**src/rtl/mips_pkg.sv**
```systemverilog
// Shared definitions for the MIPS pipeline control blocks.
// Contents: sequencer state encoding, register-field width, halt/NOP
// instruction words and the hard-wired zero register index.
package mips_pkg;

  localparam int unsigned REG_W = 5;

  typedef enum logic [1:0] {
    IDLE  = 2'd0,
    RUN   = 2'd1,
    DRAIN = 2'd2,
    DONE  = 2'd3
  } seqState_t;

  localparam logic [31:0]      HALT_INSTR = 32'h0000_0001;
  localparam logic [31:0]      NOP_INSTR  = 32'h0000_0000;
  localparam logic [REG_W-1:0] REG_ZERO   = '0;

endpackage

```
**src/rtl/hazard_compare.sv**
```systemverilog
// Read-after-write hazard detection for the ID stage (no forwarding).
// Ports:
//   id_rs, id_rt, id_uses_rt : sources read by the ID instruction
//   ex_/mem_/wb_ dst, wr     : destination and write flag per later stage
//   haz                      : ID instruction must wait
// WB_BYPASS=1 means the register file writes in the first half-cycle, so a
// WB-stage producer is already visible to ID and is ignored here.
module hazard_compare
  import mips_pkg::*;
#(
  parameter int unsigned WB_BYPASS = 0
) (
  input  logic [REG_W-1:0] id_rs,
  input  logic [REG_W-1:0] id_rt,
  input  logic             id_uses_rt,
  input  logic [REG_W-1:0] ex_dst,
  input  logic             ex_wr,
  input  logic [REG_W-1:0] mem_dst,
  input  logic             mem_wr,
  input  logic [REG_W-1:0] wb_dst,
  input  logic             wb_wr,
  output logic             haz
);

  // One producer stage against both ID sources; register 0 is never written.
  function automatic logic srcHit(input logic wr, input logic [REG_W-1:0] dst,
                                  input logic [REG_W-1:0] rs, input logic [REG_W-1:0] rt,
                                  input logic usesRt);
    return wr && (dst != REG_ZERO) && ((dst == rs) || (usesRt && (dst == rt)));
  endfunction

  logic wbHit;

  assign wbHit = (WB_BYPASS == 0) && srcHit(wb_wr, wb_dst, id_rs, id_rt, id_uses_rt);

  assign haz = srcHit(ex_wr, ex_dst, id_rs, id_rt, id_uses_rt)
            || srcHit(mem_wr, mem_dst, id_rs, id_rt, id_uses_rt)
            || wbHit;

endmodule

```
**src/rtl/pipeline_sequencer.sv**
```systemverilog
// Run/halt controller and hazard unit for the five-stage MIPS pipeline.
// Ports:
//   clk, rst_n          : clock, asynchronous active-low reset
//   start               : level request to run
//   if_halt             : IF holds the halt instruction
//   id_*, ex_*, mem_*, wb_* : hazard inputs (see hazard_compare)
//   ex_branch_taken     : branch in EX resolved taken
//   pc_en, pc_sel_branch, if_id_en, if_id_flush, id_ex_bubble, pipe_en :
//                         combinational per-stage controls
//   busy, done          : RUN/DRAIN and DONE indications
//   timeout, cycle_count, stall_count : registered run statistics
module pipeline_sequencer
  import mips_pkg::*;
#(
  parameter int unsigned CW           = 16,
  parameter int unsigned DRAIN_CYCLES = 4,
  parameter int unsigned MAX_CYCLES   = 1024,
  parameter int unsigned WB_BYPASS    = 0
) (
  input  logic             clk,
  input  logic             rst_n,
  input  logic             start,
  input  logic             if_halt,
  input  logic [REG_W-1:0] id_rs,
  input  logic [REG_W-1:0] id_rt,
  input  logic             id_uses_rt,
  input  logic [REG_W-1:0] ex_dst,
  input  logic [REG_W-1:0] mem_dst,
  input  logic [REG_W-1:0] wb_dst,
  input  logic             ex_wr,
  input  logic             mem_wr,
  input  logic             wb_wr,
  input  logic             ex_branch_taken,
  output logic             pc_en,
  output logic             pc_sel_branch,
  output logic             if_id_en,
  output logic             if_id_flush,
  output logic             id_ex_bubble,
  output logic             pipe_en,
  output logic             busy,
  output logic             done,
  output logic             timeout,
  output logic [CW-1:0]    cycle_count,
  output logic [CW-1:0]    stall_count
);

  localparam int unsigned  DW         = (DRAIN_CYCLES > 1) ? $clog2(DRAIN_CYCLES) : 1;
  localparam logic [CW-1:0] CYC_LAST  = CW'(MAX_CYCLES - 1);
  localparam logic [DW-1:0] DRAIN_LOAD = DW'(DRAIN_CYCLES - 1);

  seqState_t     state, stateNext;
  logic [DW-1:0] drainCnt, drainNext;
  logic [CW-1:0] cycNext, stallNext;
  logic          toNext;
  logic          haz;

  hazard_compare #(.WB_BYPASS(WB_BYPASS)) uHaz (
    .id_rs      (id_rs),
    .id_rt      (id_rt),
    .id_uses_rt (id_uses_rt),
    .ex_dst     (ex_dst),
    .ex_wr      (ex_wr),
    .mem_dst    (mem_dst),
    .mem_wr     (mem_wr),
    .wb_dst     (wb_dst),
    .wb_wr      (wb_wr),
    .haz        (haz)
  );

  // State, drain counter and statistics registers.
  always_ff @(posedge clk or negedge rst_n) begin
    if (!rst_n) begin
      state       <= IDLE;
      drainCnt    <= '0;
      cycle_count <= '0;
      stall_count <= '0;
      timeout     <= 1'b0;
    end else begin
      state       <= stateNext;
      drainCnt    <= drainNext;
      cycle_count <= cycNext;
      stall_count <= stallNext;
      timeout     <= toNext;
    end
  end

  // Next state, counter updates and per-stage controls.
  always_comb begin
    stateNext     = state;
    drainNext     = drainCnt;
    cycNext       = cycle_count;
    stallNext     = stall_count;
    toNext        = timeout;
    pc_en         = 1'b0;
    pc_sel_branch = 1'b0;
    if_id_en      = 1'b0;
    if_id_flush   = 1'b0;
    id_ex_bubble  = 1'b0;
    pipe_en       = 1'b0;
    busy          = 1'b0;
    done          = 1'b0;

    case (state)
      IDLE: begin
        if (start) begin
          stateNext = RUN;
          cycNext   = '0;
          stallNext = '0;
          toNext    = 1'b0;
        end
      end

      RUN, DRAIN: begin
        busy     = 1'b1;
        pipe_en  = 1'b1;
        if_id_en = 1'b1;
        if (cycle_count != '1) cycNext = cycle_count + CW'(1);

        // A taken branch squashes everything younger, including a halt
        // fetched on the wrong path.
        if (ex_branch_taken) begin
          pc_en         = 1'b1;
          pc_sel_branch = 1'b1;
          if_id_flush   = 1'b1;
          id_ex_bubble  = 1'b1;
          stateNext     = RUN;
        end else if (state == DRAIN) begin
          if_id_flush  = 1'b1;
          id_ex_bubble = haz;
          if (drainCnt == '0) stateNext = DONE;
          else                drainNext = drainCnt - DW'(1);
        end else if (haz) begin
          // Hold PC and IF/ID (a pending halt stays in IF), bubble into EX.
          if_id_en     = 1'b0;
          id_ex_bubble = 1'b1;
          if (stall_count != '1) stallNext = stall_count + CW'(1);
        end else if (if_halt) begin
          if_id_flush = 1'b1;
          drainNext   = DRAIN_LOAD;
          stateNext   = DRAIN;
        end else begin
          pc_en = 1'b1;
        end

        // Watchdog wins over every other transition.
        if (cycle_count == CYC_LAST) begin
          stateNext = DONE;
          toNext    = 1'b1;
        end
      end

      DONE: begin
        done = 1'b1;
        if (!start) stateNext = IDLE;
      end

      default: stateNext = IDLE;
    endcase
  end

endmodule

```
**config.mk**
```make
export PLATFORM = sky130hd
export DESIGN_NAME = pipeline_sequencer
export DESIGN_NICKNAME = d
export VERILOG_FILES = /design/src/rtl/mips_pkg.sv /design/src/rtl/hazard_compare.sv /design/src/rtl/pipeline_sequencer.sv
export SDC_FILE = /design/constraint.sdc
export NUM_CORES = 1
export LEC_CHECK = 0
export BUFFER_PORTS_ARGS = -buffer_cell sky130_fd_sc_hd__buf_2
export CORE_UTILIZATION = 40
export DETAILED_ROUTE_END_ITERATION = 12
export GPL_TIMING_DRIVEN = 0
export PLACE_DENSITY = 0.63
export SLEW_MARGIN = 20
export SYNTH_ARGS = -nofsm -noshare
export SYNTH_HDL_FRONTEND = slang
export SYNTH_HIERARCHICAL = 1
export SYNTH_SLANG_ARGS = --single-unit
```
**constraint.sdc**
```tcl
create_clock -name clk -period 3.4 [get_ports clk]
set_input_delay 0 -clock clk [delete_from_list [all_inputs] [get_ports clk]]
set_output_delay 0 -clock clk [all_outputs]
set_load 0.03 [all_outputs]
```
==> results.toml, run 1 <==
[cts]
cts.reportedPaths.clkPinSlew_ns = 0.07
clk_latency_ns = 0.30
cts_max_path_buffers = 2
cts_hold_buf = 1
cts_sinks = 37
cts_resized = 0
cts-buffers-inserted = 5
cts_tree = "yes"
cts_setup_buffers = 0
htreeDepth = 2
clockRootBuffer = "clkbuf_8"

[global_routing]
grt_pass1_wl_mm = 13.4
grt_pass1_vias = 2786
grt-ovfl-total = 0
grt_max_degree = 38
grt_usage = 0.223
antenna_found_initial = 0

[timing]
period_needed_ns = 2.72
tns_ns = 0
drv_slew = 0
hold_viol_final = 0
tightest_slew_ns = 0.881
hold_ws_ns = 0.111
rsz0062_at_grt = "no"
fin_skew_ns = 0.00784
relSlewSlack = 0.413
finalSetupViolCount = 0
fin_crit_sh = 0.799
fmax_mhz = 368

[yosys]
synthCells = 335
ys.flop_type = "dfrtp_1"
synth.distinct_cells = 62
ys_warn_count = 6
async_reset_ff_frac = 1.00
synth_area_per_cell_um2 = 8.78
seq_area_frac_synth = 0.315
synth-seq-cells = 37
synth_area_leaders = "dfrtp_1, xor2_1, xnor2_1"
yosysTopAreaCellShare = 0.315
syn_area_mm2 = 0.00294
synth-edff-count = 0
syn-num-nets = 376
synth.largest_area_cell = "dfrtp_1"

[power_and_ir_drop]
switchingPower_uw = 1190
leakagePower_uw = 0.00155
power_density_mw_per_mm2 = 655
swShare = 0.513
p_seq_frac = 0.266
power_frac_comb = 0.593
peakVddDrop_uv = 472
clkPwrFrac = 0.141
p_int_uw = 1130

[final_layout]
area_growth_pct = 20.1
drive_above_1_share = 0.245
n_antenna_cell = 0
fin_nets = 458

[detailed_routing]
wl_met3_um = 430
first_pass_iters = 5
drt_iter0_markers = 159
drt-total-wl_mm = 8.05
ant_nets = 0
drt-met1-wl_mm = 3.65
viasPerCell = 5.75
wl_met2_mm = 3.75
vias = 2948
drc_errors = 0
avgRoutedWirePerCell_um = 15.7
dr.max_layer_used = "met4"

[floorplanning]
die-height_um = 87.8
fp.dieW_um = 87.8
rows = 30
io-pin-count = 75
die_area_mm2 = 0.00770
core-area_mm2 = 0.00694
initial_core_util = 0.424

[min_path]
holdPathStages = 3
hold_start = "ex_branch_taken"
hold_path_end = "state[1]"
min_path_type = "in -> reg"

[placed_design]
port_buffers = 74
dpl.hpwl_mm = 6.02
place.gp.congestion = 0.911

[worst_setup_path]
worstRegToRegCells = 7
timing.rr.end = "stall_count[0]"
crit_path_max_incr_delay_ns = 0.47
critPathKind = "reg -> out"
critPathLaunchType = "register"
cp.required_ns = 3.40
rr_startpoint = "state[1]"
worstPathMaxFanout = 10
cp_data_arrival_time_ns = 2.72
slowest_stage = "clkbuf_1"
path_cells = "inv_1 -> ha_1 -> buf_4 -> clkbuf_1 -> clkbuf_1 -> and2_1 -> buf_2"
cpMostUsedCell = "clkbuf_1"
cp-end-kind = "output port"
ff2ff_setup_slack_ns = 0.80

[status]
status = "completed"

[run]
drv_cap = 0
flip-flops by register name, summed over array words and instances, names as in the netlist:
signal / flops
drainCnt: 2
timeout: 1
stall_count: 16
state: 2
cycle_count: 16
cell usage in the layout, fill, tap and decap left out, types with 5 or more instances in the layout:
cell type and instances:
a21oi_1 17, a31oi_1 6, and3_1 5, and4_1 7, buf_2 75, clkbuf_1 7, clkbuf_8 6, dfrtp_1 37
ha_1 7, inv_1 12, mux2i_1 8, nand2_1 27, nand2b_1 10, nand3_1 16, nand4_1 10, nor2_1 12
nor3_1 15, nor4_1 6, o211ai_1 13, o21ai_0 16, xnor2_1 12, xor2_1 18
layout make-up:
type / count / area [um2]
Fill cell: 663 / 3410
Multi-Input combinational cell: 274 / 1910
Sequential cell: 37 / 926
Timing Repair Buffer: 75 / 380
Tap cell: 96 / 120
Clock buffer: 6 / 82.6
Buffer: 11 / 53.8
Inverter: 13 / 48.8
Clock inverter: 1 / 7.51
worst max path at each step:
stage / from / slack [ns] / endpoint / cells after the start
after floorplan: state[1] / 1.15 / stall_count[12] / 8
after detailed placement: id_rt[4] / 0.85 / stall_count[12] / 10
after global routing: state[1] / 0.51 / pc_sel_branch / 7
after CTS: state[1] / 0.69 / pc_sel_branch / 7
after global placement: state[1] / 0.87 / stall_count[2] / 7
final: state[1] / 0.68 / pc_sel_branch / 7
logic make-up (layout without fill, tap and decap cells):
kind of cell / Yosys count / after routing / share of synthesized area
flops: 37 / 37 / 0.315
buf+inv: 24 / 106 / 0.0349
compound gates: 92 / 92 / 0.233
xor+xnor: 30 / 30 / 0.0893
fa+ha+maj: 7 / 7 / 0.0298
simple gates: 133 / 133 / 0.255
mux: 12 / 12 / 0.0434
through the flow:
stage	cells	area, um2	power, uW	util	setup WS, ns
after floorplan	335	2940	1580	-	1.15
after global placement	505	3430	1970	0.494	0.868
after detailed placement	505	3430	1990	0.494	0.853
after CTS	513	3530	2320	0.509	0.688
after global routing	513	3530	2490	0.509	0.510
final	513	3530	2320	0.509	0.683
cell usage after synthesis (all sizes together) (2+ instances only):
| master | instances |
|---|---|
| dfrtp | 37 |
| nand2 | 27 |
| a21oi | 18 |
| o21ai | 18 |
| xor2 | 18 |
| nor3 | 17 |
| nand3 | 16 |
| o211ai | 13 |
| inv | 12 |
| nor2 | 12 |
| xnor2 | 12 |
| nand2b | 10 |
| nand4 | 10 |
| mux2i | 9 |
| and4 | 7 |
| clkbuf | 7 |
| ha | 7 |
| a31oi | 6 |
| nor4 | 6 |
| and3 | 5 |
| or3 | 5 |
| or4 | 5 |
| and2 | 4 |
| buf | 4 |
| o22a | 4 |
| a211oi | 3 |
| mux2 | 3 |
| nor2b | 3 |
| o221ai | 3 |
| o31ai | 3 |
| a2111oi | 2 |
| a21bo | 2 |
| a21o | 2 |
| a221o | 2 |
| a32o | 2 |
| a41oi | 2 |
| nor3b | 2 |
| o211a | 2 |
| o311ai | 2 |
layer usage:
layer	vias up	GRT usage
li1	1441	-
met1	1398	0.291
met2	89	0.362
met3	20	0.0518
met4	0	0.0805
met5	-	0
power groups by stage:
stage	registers [uW]	clock network [uW]	logic, uW
floorplan	707	0	877
global placement	619	0	1350
detailed placement	624	0	1370
CTS	616	336	1370
global route	630	359	1500
finish	616	326	1370
worst max-delay path, delay by kind of cell (launching register included):
family	cells	cell delay, ns
flip-flops	1	0.43
adder cells (fa/ha/maj)	1	0.36
AND/OR/NAND/NOR	1	0.23
buffers and inverters	5	1.38
No activity file was read; power rests on OpenSTA's default activity.
==> run 2: changes to the inputs <==
--- a/config.mk
+++ b/config.mk
@@ -5,11 +5,12 @@
 export SDC_FILE = /design/constraint.sdc
 export NUM_CORES = 1
 export LEC_CHECK = 0
+export ABC_AREA = 1
 export BUFFER_PORTS_ARGS = -buffer_cell sky130_fd_sc_hd__buf_2
 export CORE_UTILIZATION = 40
 export DETAILED_ROUTE_END_ITERATION = 12
 export GPL_TIMING_DRIVEN = 0
-export PLACE_DENSITY = 0.63
+export PLACE_DENSITY = 0.62
 export SLEW_MARGIN = 20
 export SYNTH_ARGS = -nofsm -noshare
 export SYNTH_HDL_FRONTEND = slang
==> constraint.sdc (replaced) <==
create_clock -name clk -period 2.68 [get_ports clk]
set_input_delay 0 -clock clk [delete_from_list [all_inputs] [get_ports clk]]
set_output_delay 0 -clock clk [all_outputs]
set_load 0.03 [all_outputs]
==> results.toml, run 2 <==
[status]
status = "completed"

[yosys]
async_reset_ff_frac = 1.00
synth-seq-cells = 37
synth-edff-count = 0
synthTopCellsByCount = "nand2_1, nor2_1, inv_1"
synth.largest_area_cell = "dfrtp_1"
synth_area_per_cell_um2 = 6.23
yosysTopAreaCellShare = 0.290
syn_area_mm2 = 0.00320
ys_warn_count = 6
synth_area_leaders = "dfrtp_1, nand2_1, nor2_1"
seq_area_frac_synth = 0.290
syn-num-nets = 554
synthCells = 513
ys.flop_type = "dfrtp_1"
synth.distinct_cells = 33
synth_most_common_cell = "nand2_1"

[detailed_routing]
drt_iter0_markers = 172
vias = 3393
first_pass_iters = 4
drc_errors = 0
viasPerCell = 4.86
avgRoutedWirePerCell_um = 12.3
drt-total-wl_mm = 8.57
ant_nets = 0

[final_layout]
n_antenna_cell = 0
layout_commonest_cell = "nand2_1"
reg.largest.list = "cycle_count x16, stall_count x16"
fin_cells = 698
layout_common_cells = "nand2_1, buf_2, nor2_1, inv_1, dfrtp_1"
fill_cells = 804
drive_above_1_share = 0.206
register_area_um2 = 926
area_growth_pct = 20.2
multiInputGateArea_mm2 = 0.00198
fin_nets = 636

[global_routing]
grt_usage = 0.216
grt_pass1_wl_mm = 14.4
grt_max_degree = 38
grt_pass1_vias = 3117
grt-ovfl-total = 0
antenna_found_initial = 0

[worst_setup_path]
worstSetupStartpoint = "state[1]"
cp_data_arrival_time_ns = 2.20
critPathLaunchType = "register"
crit_end = "id_ex_bubble"
critPathKind = "reg -> out"
worstPathMaxFanout = 10
worstRegToRegCells = 11
cp.required_ns = 2.68
cp-end-kind = "output port"
timing.rr.end = "cycle_count[15]"
rr_startpoint = "state[1]"
ff2ff_setup_slack_ns = 0.68

[placed_design]
place.gp.congestion = 0.829
port_buffers = 74
dp_worst_setup_slack_ns = 0.677
dpl.hpwl_mm = 6.60
dp.cells = 689

[timing]
hold_viol_final = 0
fin_skew_ns = 0.0119
drv_slew = 0
rsz0062_at_grt = "no"
finalSetupViolCount = 0
period_needed_ns = 2.20
relSlewSlack = 0.414
fmax_mhz = 454
worst_slack_ns = 0.476
fin_crit_sh = 0.822
tns_ns = 0
tightest_slew_ns = 0.879

[power_and_ir_drop]
swShare = 0.483
p_int_uw = 1450
power_density_mw_per_mm2 = 730
peakVddDrop_uv = 601
clkPwrFrac = 0.215
power_frac_comb = 0.537
switchingPower_uw = 1350
leakagePower_uw = 0.00207
p_seq_frac = 0.248

[floorplanning]
io-pin-count = 75
initial_core_util = 0.414
rows = 32
die-height_um = 91.4
core-area_mm2 = 0.00773
fp.dieW_um = 91.4
die_area_mm2 = 0.00836

[cts]
cts_tree = "yes"
clk_latency_ns = 0.30
cts-buffers-inserted = 5
cts_resized = 0
clockRootBuffer = "clkbuf_8"
cts_setup_buffers = 0
cts_hold_buf = 1
cts.reportedPaths.clkPinSlew_ns = 0.07
cts_max_path_buffers = 2
cts_sinks = 37
htreeDepth = 2

[run]
drv_cap = 0

[min_path]
min_path_type = "in -> reg"
[run 2: cell types whose count changed after synthesis, sizes merged, moves of 8 or more]
cell,before,now
nand2,27,212
nor2,12,76
inv,12,59
nand3,16,38
nor3,17,2
a21oi,18,5
o211ai,13,0
o21ai,18,30
nand2b,10,0
mux2i,9,0
xor2,18,10
[run 2: worst min path at each step]
stage / cells past startpoint / to / startpoint
final: 4 / state[1] / ex_branch_taken
after global routing: 4 / state[1] / ex_branch_taken
after CTS: 4 / state[1] / ex_branch_taken
after detailed placement: 1 / cycle_count[15] / rst_n
after global placement: 1 / cycle_count[13] / rst_n
after floorplan: 0 / cycle_count[0] / rst_n
[run 2: cell type report]
type,count,area share
tap,102,0.0332
sequential,37,0.241
clock inverter,3,0.0179
clock buffer,5,0.0179
timing repair buffer,75,0.0990
inverter,59,0.0583
buffer,8,0.0179
multi-input combinational,409,0.515
[run 2: per-stage QoR]
step	hold slack [ns]	util	cell area [um2]	total power (uW)
floorplan	-0.296	-	3200	1790
global placement	0.168	0.478	3700	2200
detailed placement	0.174	0.478	3700	2220
CTS	0.0539	0.497	3840	2840
global route	0.0871	0.497	3840	3010
finish	0.0633	0.497	3840	2800
[run 2: critical path, stage by stage (launching register included)]
cell and delay (ns):
dfrtp_1 0.39, inv_1 0.08, ha_1 0.33, buf_6 0.16
inv_2 0.09, clkbuf_1 0.43, o21ai_0 0.20, buf_2 0.21
[run 2: cells by family after synthesis]
logic type	count (synthesis)	synth area share
AOI/OAI and AO/OA	44	0.0857
buffers and inverters	67	0.0915
DFF	37	0.290
and+or+nand+nor	343	0.465
adders and majority gates	7	0.0274
xor gates and xnor gates	15	0.0411
[run 2: layer usage]
metal  track usage  share of wire
met1         0.277           0.47
met4        0.0648          0.015
met3        0.0268          0.034
met5             0              0
met2         0.375           0.48
[run 2: power by group through the flow]
stage	clock network [uW]	logic [uW]	registers, uW
global placement	0	1500	703
finish	604	1510	694
CTS	621	1520	695
detailed placement	0	1510	706
global route	633	1670	709
floorplan	0	1020	768
